==> src/rtl/bandpass_decim.sv <==
// Integrate-and-dump decimator behind bandpass_fir: sums DEC accepted samples,
// rounds half-up by SHIFT bits and saturates the result to OUT_W bits.
`timescale 1ns/1ps
module bandpass_decim #(
  parameter int IN_W     = 20,
  parameter int DEC      = 4,
  parameter int LOG2_DEC = 2,
  parameter int OUT_W    = 16,
  parameter int SHIFT    = 6
) (
  input  logic                    clk,
  input  logic                    rst,
  input  logic                    clr,
  input  logic                    valid_in,
  input  logic signed [IN_W-1:0]  data_in,
  output logic                    valid_out,
  output logic signed [OUT_W-1:0] data_out,
  output logic                    sat_out
);

  // Handshake: valid-only, no ready. A sample is taken on any edge with
  // valid_in high and clr low; valid_out is a one-cycle strobe the consumer
  // must take, and data_out/sat_out hold until the next strobe.

  localparam int ACC_W = IN_W + LOG2_DEC;
  localparam int SUM_W = ACC_W + 1;
  localparam int RND_SH = (SHIFT > 0) ? SHIFT - 1 : 0;
  localparam longint RND_I = (SHIFT > 0) ? (longint'(1) << RND_SH) : longint'(0);
  localparam longint MAXP_I = (longint'(1) << (OUT_W - 1)) - 1;
  localparam longint MAXN_I = -(longint'(1) << (OUT_W - 1));
  localparam logic signed [SUM_W-1:0] RND  = SUM_W'(RND_I);
  localparam logic signed [SUM_W-1:0] MAXP = SUM_W'(MAXP_I);
  localparam logic signed [SUM_W-1:0] MAXN = SUM_W'(MAXN_I);
  localparam logic [LOG2_DEC-1:0] LAST = LOG2_DEC'(DEC - 1);

  logic signed [ACC_W-1:0]  acc_q, acc_d;
  logic [LOG2_DEC-1:0]      phase_q, phase_d;
  logic                     valid_q, valid_d;
  logic signed [OUT_W-1:0]  data_q, data_d;
  logic                     sat_q, sat_d;

  logic                     accept;
  logic                     final_acc;
  logic signed [ACC_W-1:0]  din_ext;
  logic signed [SUM_W-1:0]  sum_w;
  logic signed [SUM_W-1:0]  rnd_w;
  logic signed [SUM_W-1:0]  r_w;

  assign accept    = valid_in && !clr;
  assign final_acc = accept && (phase_q == LAST);
  assign din_ext   = {{LOG2_DEC{data_in[IN_W-1]}}, data_in};

  // One guard bit above the accumulator so the rounding add cannot wrap.
  assign sum_w = {acc_q[ACC_W-1], acc_q} + {din_ext[ACC_W-1], din_ext};
  assign rnd_w = sum_w + RND;
  assign r_w   = rnd_w >>> SHIFT;

  always_comb begin
    acc_d   = acc_q;
    phase_d = phase_q;
    valid_d = 1'b0;
    data_d  = data_q;
    sat_d   = sat_q;
    if (clr) begin
      acc_d   = '0;
      phase_d = '0;
    end else if (final_acc) begin
      acc_d   = '0;
      phase_d = '0;
      valid_d = 1'b1;
      if (r_w > MAXP) begin
        data_d = OUT_W'(MAXP_I);
        sat_d  = 1'b1;
      end else if (r_w < MAXN) begin
        data_d = OUT_W'(MAXN_I);
        sat_d  = 1'b1;
      end else begin
        data_d = r_w[OUT_W-1:0];
        sat_d  = 1'b0;
      end
    end else if (accept) begin
      acc_d   = acc_q + din_ext;
      phase_d = phase_q + 1'b1;
    end
  end

  always_ff @(posedge clk or negedge rst) begin
    if (!rst) begin
      acc_q   <= '0;
      phase_q <= '0;
      valid_q <= 1'b0;
      data_q  <= '0;
      sat_q   <= 1'b0;
    end else begin
      acc_q   <= acc_d;
      phase_q <= phase_d;
      valid_q <= valid_d;
      data_q  <= data_d;
      sat_q   <= sat_d;
    end
  end

  assign valid_out = valid_q;
  assign data_out  = data_q;
  assign sat_out   = sat_q;

endmodule

==> config.mk <==
export PLATFORM = sky130hd
export DESIGN_NAME = bandpass_decim
export DESIGN_NICKNAME = d
export VERILOG_FILES = /design/src/rtl/bandpass_decim.sv
export SDC_FILE = /design/constraint.sdc
export NUM_CORES = 1
export LEC_CHECK = 0
export BUFFER_PORTS_ARGS = -buffer_cell sky130_fd_sc_hd__clkbuf_2
export CAP_MARGIN = 0
export CORE_MARGIN = 8
export CORE_UTILIZATION = 67
export CTS_BUF_LIST = sky130_fd_sc_hd__clkbuf_4
export CTS_CLUSTER_DIAMETER = 50
export DETAILED_ROUTE_END_ITERATION = 8
export PLACE_DENSITY_LB_ADDON = 0.1
export SYNTH_ARGS = -nofsm -noshare
export SYNTH_HDL_FRONTEND = slang
export SYNTH_SLANG_ARGS = --single-unit
==> constraint.sdc <==
create_clock -name clk -period 5.6 [get_ports clk]
set_input_delay 1.12 -clock clk [delete_from_list [all_inputs] [get_ports clk]]
set_output_delay 1.12 -clock clk [all_outputs]
set_load 0.05 [all_outputs]
==> metrics <==
status completed; Critical path buffers and inverters 3; r2r worst-path depth 12; yosys synthesis warning count 0; Hold Path Origin data_out[5]$_DFFE_PN0P_; syn nets 563; slew margin rel. 0.273; max-cap viol count 0; routed vias 3437; Root Driver clkbuf_4; Net Sw Frac 0.494; num rows 28; most frequent cells in the layout 60 x inv_1, 51 x nand2_1, 45 x ha_1, 42 x o21ai_0, 42 x dfrtp_1; Post-DRT Antenna Nets 0; via/cell ratio between 5 and 6; power share of the combinational group 0.593; Initial Util 0.694; Slowest-stage cell, CP fa_1; first-pass GRT wire length 15700 um; worst r2r src acc_q[8]$_DFFE_PN0P_; Final nets 602; multiplexer share of the synthesized area 0.00244; CTS tree yes; number of enable flip-flop cells after synthesis 0; Slew @ Worst Pin 1090 ps; sequential fraction of the synthesis area 0.256; Worst EP required 5870 ps; DR pass1 iterations 4; share of cells above drive strength 1 0.122; Sequential Power Share 0.294; met2 Use GR 0.373; H-tree lvl count 2; Compound-Gate Fraction of Synth Area 0.216; Final HPWL DP 7380 um; final instance area 4410 um2; DRC 0; Core Area 5920 um2; crit-path most repeated cell nor2_1; total CTS buffers 5; I/O pin count 42; CP top delay family compound AO/OA/AOI/OAI gates; Die Width 94.3 um; most common cell after layout, fill and taps aside inv_1; largest family of logic cells by synthesized area adder cells; Syn Inst Count 475; initial antenna violation count 0; Pleak 2.14 nW; # setup viols final 0; GPL Wtd Cong between 0.8 and 0.9; final setup TNS 0 ps; Die Height 94.3 um; hold buffer count at cts 0; Reg2Reg Setup Slack 2230 ps; GRT Residual Overflow 0; fmax 264 MHz; Clock Sinks 42; internal power 697 uW; Skew-Pair Late Insertion Delay 370 ps; prevailing post-synth register cell dfrtp_1; adder-cell share of the synthesized area 0.230; pin count of the biggest net entering global routing 43; postcts setup bufs 0; Worst Hold Depth 2; Routed Wire Length 9300 um; M1 GR Usage 0.276; PostCTS Resize Cnt 0; number of register bits inferred by synthesis 42; layer with the highest usage met2; number of global-route vias before repair roughly 3.4k; critical-path cell list clkbuf_2 -> ha_1 -> inv_1 -> fa_1 -> nor2_1 -> and3b_1 -> nand4_1 -> o211a_1 -> a2111o_1 -> o311ai_2 -> buf_4 -> nor2_1 -> o31ai_1; Final min period 3790 ps; n_diodes 0; Unique masters post-synth 61; Max stage delay on crit path approximately 500 ps; die area 8890 um2; clock transition at the registers of the reported paths 120 ps; dpl ws 1440 ps; placed cell areas 4360 um2; hold endpoint data_out[5]$_DFFE_PN0P_; FF-to-FF End data_out[13]$_DFFE_PN0P_; drt wl/cell 15.8 um; CP Launch Type input port; clock network power share 0.113; RSZ-0062 raised after global routing no; Mean Syn Cell Area just under 9 um2; P&R area growth vs syn 7.34%; Setup WS post-layout 1810 ps; Port Buffers 41; final hold violation count 0; Worst Hold Class flip-flop to flip-flop; max-slew violations 0; cell area after synthesis just over 4000 um2; Clock Path Buffers 2; Cell Pwr Density 312 nW/um2; Async S/R FF share, synth 1.00; P_sw 681 uW; final period utilization 0.677; CP endpoint kind flip-flop; CP Class input port to flip-flop; post-synthesis xor/xnor area fraction 0.0743; post-synthesis simple-gate area fraction 0.150; Total GRT Usage 0.219; Worst Path Max Fanout 21; initial drt markers 151; Final Skew 14.4 ps; GRT met3 Usage 0.0376; Worst Path Arrival around 4000 ps; peak supply drop 0.000225 V; Hold Slack around 490 ps
## logic make-up after synthesis
logic type | Yosys count
DFF | 42
muxes | 1
buffers and inverters | 71
xor gates and xnor gates | 34
adders and majority gates | 64
AOI/OAI and AO/OA | 136
and+or+nand+nor | 127
## Yosys cell counts (all sizes together), types with 12 or more instances
library cell   n  share of area
nand3         12          0.016
xor2          16          0.034
a211oi        15          0.030
nand2         51          0.047
nor2          29          0.026
a21oi         31          0.039
xnor2         18          0.040
inv           60          0.055
fa            19          0.093
dfrtp         42           0.26
ha            45           0.14
o21ai         46          0.056
## per-stage QoR
step            util  cells  total power [mW]
6_report       0.745    590              1.38
5_1_grt        0.745    590              1.48
4_1_cts        0.745    590              1.38
3_5_place_dp   0.736    582              1.22
3_3_place_gp   0.736    582              1.20
2_1_floorplan      -    475              1.05
## area by class of cell
| class | instances | area (um2) |
|---|---|---|
| Inverter | 60 | 225 |
| Timing Repair Buffer | 43 | 220 |
| Clock buffer | 6 | 45.0 |
| Tap cell | 75 | 93.8 |
| Sequential cell | 42 | 1050 |
| Clock inverter | 2 | 8.76 |
| Multi-Input combinational cell | 362 | 2770 |
| Fill cell | 472 | 1510 |
## power by group through the flow
stage	registers, mW	logic [mW]	clock network, mW
detailed placement	0.412	0.811	0
global placement	0.409	0.792	0
global route	0.415	0.894	0.171
finish	0.405	0.818	0.155
CTS	0.406	0.814	0.162
floorplan	0.533	0.515	0
## worst max path at each step
stage,end,startpoint,depth (start not counted),slack [ps]
global placement,data_out[7]$_DFFE_PN0P_,data_in[7],13,1570
finish,data_out[13]$_DFFE_PN0P_,data_in[8],13,1810
detailed placement,data_out[13]$_DFFE_PN0P_,data_in[8],13,1440
global route,data_out[13]$_DFFE_PN0P_,data_in[8],13,1610
floorplan,data_out[0]$_DFFE_PN0P_,data_in[14],12,1940
CTS,data_out[13]$_DFFE_PN0P_,data_in[8],13,1840
## worst min-delay path, cell delays in order (launching register included)
cell	delay, ps
dfrtp_1	360
nand2_1	40
o21ai_0	60
## state kept, by name, indices dropped and copies added, names as in the netlist
signal	count
acc_q	22
data_out	16
phase_q	2
sat_out	1
valid_out	1
## metal layers
| metal | share of wire | vias to the layer above |
|---|---|---|
| met5 | 0 | - |
| met4 | 0.016 | 0 |
| li1 | - | 1721 |
| met3 | 0.051 | 12 |
| met1 | 0.45 | 1637 |
| met2 | 0.49 | 67 |
No activity file was read; power rests on OpenSTA's default activity.
